## src/rtl/imem_loader.sv

```systemverilog
// Program loader and run controller: packs a big-endian byte stream into 32-bit
// instruction-memory writes, then sequences core reset / run / halt.
module imem_loader #(
  parameter int unsigned ADDR_W  = 10,
  parameter int unsigned DEPTH   = 1024,
  parameter int unsigned RST_CYC = 2
) (
  input  logic                clk,
  input  logic                rst,
  input  logic                load_req,
  input  logic                run_req,
  input  logic                in_valid,
  input  logic [7:0]          in_data,
  input  logic                in_last,
  output logic                in_ready,
  input  logic                hlt,
  output logic                imem_we,
  output logic [ADDR_W-1:0]   imem_addr,
  output logic [31:0]         imem_wdata,
  output logic                core_rst,
  output logic                core_run,
  output logic [ADDR_W:0]     prog_len,
  output logic                err_ovf,
  output logic [2:0]          state_o
);

  localparam int unsigned PW = ADDR_W + 1;
  localparam int unsigned CW = (RST_CYC > 1) ? $clog2(RST_CYC) : 1;

  typedef enum logic [2:0] {
    S_IDLE   = 3'd0,
    S_LOAD   = 3'd1,
    S_CRST   = 3'd2,
    S_RUN    = 3'd3,
    S_HALTED = 3'd4
  } state_t;

  state_t          state;
  logic [1:0]      bcnt;
  logic [31:0]     asm_q;
  logic [PW-1:0]   wptr;
  logic [CW-1:0]   rcnt;

  logic [31:0]     word_c;
  logic            accept_c;
  logic            done_c;
  logic            room_c;
  logic [PW-1:0]   wptr_nxt_c;

  // Current byte dropped into its big-endian lane; unfilled low lanes stay zero.
  always_comb begin
    word_c                          = asm_q;
    word_c[{~bcnt, 3'b000} +: 8]    = in_data;
    accept_c                        = in_valid & in_ready & (state == S_LOAD);
    done_c                          = accept_c & ((bcnt == 2'd3) | in_last);
    room_c                          = (wptr != PW'(DEPTH));
    wptr_nxt_c                      = wptr + PW'(done_c & room_c);
  end

  assign state_o = state;

  always_ff @(posedge clk) begin
    if (rst) begin
      state      <= S_IDLE;
      in_ready   <= 1'b0;
      imem_we    <= 1'b0;
      imem_addr  <= '0;
      imem_wdata <= '0;
      core_rst   <= 1'b0;
      core_run   <= 1'b0;
      prog_len   <= '0;
      err_ovf    <= 1'b0;
      bcnt       <= '0;
      asm_q      <= '0;
      wptr       <= '0;
      rcnt       <= '0;
    end else begin
      imem_we <= 1'b0;
      // A load request pre-empts whatever is in progress.
      if (load_req) begin
        state    <= S_LOAD;
        in_ready <= 1'b1;
        wptr     <= '0;
        bcnt     <= '0;
        asm_q    <= '0;
        err_ovf  <= 1'b0;
        core_rst <= 1'b0;
        core_run <= 1'b0;
      end else begin
        case (state)
          S_IDLE: begin
            if (run_req && (prog_len != '0)) begin
              state    <= S_CRST;
              core_rst <= 1'b1;
              rcnt     <= '0;
            end
          end
          S_LOAD: begin
            if (accept_c) begin
              bcnt  <= bcnt + 2'd1;
              asm_q <= word_c;
              if (done_c) begin
                bcnt  <= '0;
                asm_q <= '0;
                wptr  <= wptr_nxt_c;
                if (room_c) begin
                  imem_we    <= 1'b1;
                  imem_addr  <= ADDR_W'(wptr);
                  imem_wdata <= word_c;
                end else begin
                  err_ovf <= 1'b1;
                end
              end
              if (in_last) begin
                prog_len <= wptr_nxt_c;
                state    <= S_IDLE;
                in_ready <= 1'b0;
              end
            end
          end
          S_CRST: begin
            if (rcnt == CW'(RST_CYC - 1)) begin
              state    <= S_RUN;
              core_rst <= 1'b0;
              core_run <= 1'b1;
            end else begin
              rcnt <= rcnt + CW'(1);
            end
          end
          S_RUN: begin
            if (hlt) begin
              state    <= S_HALTED;
              core_run <= 1'b0;
            end
          end
          S_HALTED: begin
            if (run_req) begin
              state    <= S_CRST;
              core_rst <= 1'b1;
              rcnt     <= '0;
            end
          end
          default: begin
            state    <= S_IDLE;
            in_ready <= 1'b0;
            core_rst <= 1'b0;
            core_run <= 1'b0;
          end
        endcase
      end
    end
  end

endmodule

```

## config.mk

```make
export PLATFORM = sky130hd
export DESIGN_NAME = imem_loader
export DESIGN_NICKNAME = d
export VERILOG_FILES = /design/src/rtl/imem_loader.sv
export SDC_FILE = /design/constraint.sdc
export NUM_CORES = 1
export LEC_CHECK = 0
export CAP_MARGIN = 20
export CORE_MARGIN = 2
export CORE_UTILIZATION = 54
export CTS_BUF_LIST = sky130_fd_sc_hd__clkbuf_8
export CTS_CLUSTER_DIAMETER = 40
export DETAILED_ROUTE_END_ITERATION = 16
export PLACE_DENSITY_LB_ADDON = 0.15
export SYNTH_ARGS = -nofsm -noshare
export SYNTH_HDL_FRONTEND = slang
export SYNTH_SLANG_ARGS = --single-unit
```

## constraint.sdc

```tcl
create_clock -name clk -period 3.6 [get_ports clk]
set_input_delay 0.36 -clock clk [delete_from_list [all_inputs] [get_ports clk]]
set_output_delay 0.36 -clock clk [all_outputs]
set_load 0.05 [all_outputs]
```

[Word level (Yosys, flattened, before mapping)]
Cells that the tools add are included.
Word-level totals
  flip-flop bits (word level): 107
  output and inout bits: 61
  word-level logic and storage cells: 99
Cells by class
  add/sub/neg operators: 4
  equal/unequal tests: 19
  shift operators: 2
  multiplexer cells: 27
  bitwise operators: 13
  reductions and logical operators: 20
Operators with widths (number)
  32-bit bitwise mux: 1
  32-bit 2-to-1 mux: 1
  8-bit by 7-bit variable shift with 32-bit output, first input constant: 1
  8-bit by 7-bit indexed part select with 32-bit output: 1
  3-bit 2-to-1 mux: 6
  3-bit != test, second input constant: 6
  4-bit AND reduction: 4
  3-bit case mux with 5 select lines: 1
  1-bit 2-to-1 mux: 13
  2-bit != test, second input constant: 6
  6-bit AND reduction: 2
  11-bit by 1-bit adder with 11-bit output: 1
  11-bit != test, second input constant: 1
  11-bit nonzero test: 1
  3-bit AND reduction: 3
  5-bit negation with 7-bit output: 1
  1-bit inverter: 7
  3-bit by 2-bit == test with 1-bit output, second input constant: 2
  1-bit case mux with 3 select lines: 2
  5-bit AND reduction: 1
  5-bit OR reduction: 1
  1-bit bitwise AND: 4
  1-bit case mux with 4 select lines: 1
  2-bit OR reduction: 2
  other kinds (16): 16

[Logic depth before layout (Yosys ltp)]
  word-level depth: 5
  gate-level depth with buffers: 12
  depth with buffers taken out: 10

[Least setup slack after synthesis]
Ideal clock, no wire load.
  kind: register to register
  start point: register state[0], in the netlist state_o[0]
  end point: register wptr[7]
  data arrival time: 2727 ps
  data required time: 3530 ps
  setup slack: 802 ps
  stages on the path, launching flop included: 13
  buffers on the path: 4
  cell sequence: dfxtp_1 > buf_4 > and4bb_1 > buf_6 > nand2_2 > buf_6 > nor2_1 > ha_1 > nand3_1 > or2_2 > clkbuf_1 > or4_1 > a21oi_1
Between the ends
  cells in the longest elaborated chain, start to end: 5
RTL lines
  from (decl): RTL line 38  | state_t state;
  from (signal assigned): RTL line 64  | state <= S_IDLE;
  from (signal assigned): RTL line 81  | state <= S_LOAD;
  from (signal assigned): RTL line 93  | state <= S_CRST;
  3-bit by 1-bit == test with 1-bit output (*): RTL line 54, 90
  1-bit bitwise AND: RTL line 54  | accept_c = in_valid & in_ready & (state == S_LOAD);
  1-bit bitwise AND: RTL line 55  | done_c = accept_c & ((bcnt == 2'd3) | in_last);
  1-bit bitwise AND: RTL line 57  | wptr_nxt_c = wptr + PW'(done_c & room_c);
  11-bit by 1-bit adder with 11-bit output: RTL line 57
  to (signal assigned): RTL line 105  | wptr <= wptr_nxt_c;
  to (decl): RTL line 41  | logic [PW-1:0] wptr;
Mark *: on every way between the ends. The rest lies on a longest branch, timed or not.
A chain may end at the register's enable or synchronous reset.

[Final worst setup path]
  start point: register bcnt[0]
  end point: register wptr[10]
Between the ends
  cells in the longest elaborated chain, start to end: 5
RTL lines
  from (decl): RTL line 39  | logic [1:0] bcnt;
  from (signal assigned): RTL line 100  | bcnt <= bcnt + 2'd1;
  2-bit == test (*): RTL line 55
  1-bit OR (*): RTL line 55
  1-bit bitwise AND (*): RTL line 55
  1-bit bitwise AND: RTL line 57
  11-bit by 1-bit adder with 11-bit output: RTL line 57
Marked as above.

==> flow_metrics.env <==
export IMPL_rsz0062_at_grt="false"
export IMPL_dr_pass1_iters=5
export IMPL_synth_warnings=0
export IMPL_hold_viol=0
export IMPL_post_cts_buffers=0
export IMPL_post_cts_resized=0
export IMPL_max_cap_violations=0
export IMPL_initial_core_util_pct=56.4
export IMPL_criticalPathCategory="register to register"
export IMPL_cp_cell_sequence="ha_1, o21a_2, nand2_2, nor2_1, ha_1, ha_1, nand4_1, or4_1, a21oi_1"
export IMPL_drtAntennaViolNets=0
export IMPL_path_depth=9
export IMPL_postCtsHoldBufs=0
export IMPL_drive_above_1_share_pct=5.23
export IMPL_holdPathStages=2
export IMPL_fin_nets=610
export IMPL_layout_commonest_cell="dfxtp_1"
export IMPL_skew_ns=0.0187
export IMPL_crit_path_end_kind="register"
export IMPL_cts_root_buf="clkbuf_8"
export IMPL_yosysTopAreaCell="dfxtp_1"
export IMPL_num_fill_cells=739
export IMPL_syn_inst=547
export IMPL_io_pins=76
export IMPL_vias_per_cell=6.03
export IMPL_synth_area_um2=4680
export IMPL_vias=4208
export IMPL_area_growth_pct=19.2
export IMPL_ff_latch_area_um2=2140
export IMPL_n_antenna_cell=0
export IMPL_synth_flop_cell="dfxtp_1"
export IMPL_max_clock_freq_ghz=0.359
export IMPL_worstRegToRegCells=9
export IMPL_antenna_found_initial=0
export IMPL_cp_required_ns=3.89
export IMPL_synth_edf_count=0
export IMPL_synth_seq_cells=107
export IMPL_cts_inserted_buffers=9
export IMPL_cp_common_cell="ha_1"
export IMPL_peakVddDrop_mv=0.221
export IMPL_clock_sinks=107
export IMPL_min_period_ns=2.79
export IMPL_dieArea_um2=9430
export IMPL_layout_common_cells="107 x dfxtp_1, 74 x clkdlybuf4s50_1, 69 x nor3_1"
export IMPL_postPlaceCellArea_um2=5370
export IMPL_wl_per_cell_um=16.9
export IMPL_cp_max_fo=11
export IMPL_synth_nets=569
export IMPL_synth_area_leaders="dfxtp_1 46%, nor3_1 7.4%, a21oi_1 6.4%"
export IMPL_critPathArrivalTime_ns=3.08
export IMPL_grt_pass1_wl_um=19300
export IMPL_die_h_um=97.1
export IMPL_p_per_area_nw_per_um2=374
export IMPL_status="complete, no violations"
export IMPL_cpPeakStageDelay_ns=0.52
export IMPL_first_global_vias=3874
export IMPL_routed_wl_um=11800
export IMPL_clk_pin_slew_ns=0.10
export IMPL_cp_slowest_cell="or4_1"
export IMPL_synth_area_per_cell_um2=8.56
export IMPL_async_flop_share_pct=0
export IMPL_slew_viol_final=0
export IMPL_placementRows=33
export IMPL_tightest_slew_ns=1.02
export IMPL_grtUsageTotal_pct=24.7
export IMPL_slew_headroom_pct=32.3
export IMPL_worstHoldPathType="register to register"
export IMPL_ys_seq_area_share_pct=45.7
export IMPL_synthDistinctLibCells=45
export IMPL_worstSkewPairLatency_ns=0.38
export IMPL_routabilityCongestion=0.886
export IMPL_dp_hpwl_um=7660
export IMPL_crit_family="simple AND/OR/NAND/NOR gates"
export IMPL_io_buffers=75
export IMPL_cts_tree="yes"
export IMPL_crit_buf_inv=0
export IMPL_setup_tns_ns=0
export IMPL_clockBufferDepth=2
export IMPL_drtIter0Drc=261
export IMPL_p_leak_nw=1.82
export IMPL_post_route_period_util_pct=77.5
export IMPL_drc=0
export IMPL_yosysTopAreaCellShare_pct=45.7
export IMPL_multiInputGateArea_um2=2250
export IMPL_start_kind="register"
export IMPL_fp_dieW_um=97.1
export IMPL_finalSetupViolCount=0
export IMPL_stdcell_area_um2=5580
export IMPL_overflow=0
export IMPL_grt_max_degree=59
export IMPL_htreeDepth=3
export IMPL_core_region_area_um2=8300
-- stage by stage --
step | setup WS [ns] | hold slack [ns] | util (%) | cells | total power, W
3_3_place_gp | 0.807 | 0.465 | 64.8 | 682 | 0.00134
4_1_cts | 0.821 | 0.481 | 67.3 | 698 | 0.00210
5_1_grt | 0.583 | 0.498 | 67.3 | 698 | 0.00216
6_report | 0.811 | 0.479 | 67.3 | 698 | 0.00209
3_5_place_dp | 0.698 | 0.463 | 64.8 | 682 | 0.00134
2_1_floorplan | 0.802 | 0.462 | - | 547 | 0.00129
-- area by class of cell --
type	count	share of cell area, %
multi-input cells	377	40.4
well taps	105	2.35
repair buffers	84	14.6
clock inverters	6	1.30
inverters	9	0.605
flip-flops and latches	107	38.4
clock buffers	10	2.46
-- synthesized netlist by cell type, types with 3 or more instances --
cell      count
a21oi_1      60
nand4_1       3
xor2_1        8
a22o_1       32
ha_1          7
inv_1         9
o21ai_0      15
and4_1        3
a211oi_1      9
nor4_1        5
buf_2        17
clkbuf_1     26
nand2_1      16
xnor2_1       5
and3_1        3
or3_1         3
buf_1         5
nor2_1       58
mux2i_1       3
a22oi_1      32
nor3_1       69
nand3_1      19
dfxtp_1     107
nor3b_1       3
buf_4         4
-- flip-flops by register name, summed over array words and instances (netlist names) --
signal,cells
core_run,1
imem_we,1
imem_wdata,32
core_rst,1
err_ovf,1
asm_q,32
imem_addr,10
prog_len,11
rcnt,1
state_o,3
in_ready,1
wptr,11
bcnt,2
-- layer usage --
metal | up-vias | GRT usage [%] | wire (um)
met1 | 1980 | 35.0 | 5460
met3 | 13 | 4.53 | 694
met4 | 0 | 6.93 | 159
met5 | - | 0 | 0
met2 | 138 | 38.7 | 5480
li1 | 2077 | - | -
-- logic make-up (layout without fill, tap and decap cells) --
group | count (synthesis) | in the layout | share of synthesized area [%]
XOR/XNOR | 13 | 13 | 2.43
adder cells (fa/ha/maj) | 7 | 7 | 1.87
AND/OR/NAND/NOR | 198 | 198 | 21.3
multiplexers | 3 | 3 | 0.641
flip-flops | 107 | 107 | 45.7
buffers and inverters | 63 | 109 | 6.14
AO/OA/AOI/OAI | 156 | 156 | 21.9
-- worst paths after layout --
kind	start	to	slack [ns]
worst max-delay path	bcnt[0]	wptr[10]	0.81
worst min-delay path	core_rst	core_rst	0.48
worst max register to register	bcnt[0]	wptr[10]	0.81
worst min register to register	core_rst	core_rst	0.48
-- report_power, final --
group          internal, W  leakage (nW)  switching (W)
sequential         0.00119         0.862     0.00000749
clock             0.000348         0.103       0.000427
combinational    0.0000399         0.858      0.0000793
total              0.00158          1.82       0.000513
-- worst register-to-register path: cells and delay by family, from the launching register on --
family | cells | cell delay [ns]
flip-flops | 1 | 0.50
AO/OA/AOI/OAI | 2 | 0.39
adder cells (fa/ha/maj) | 3 | 0.82
AND/OR/NAND/NOR | 4 | 1.01
Note: power is estimated with default switching activity, not from simulation.
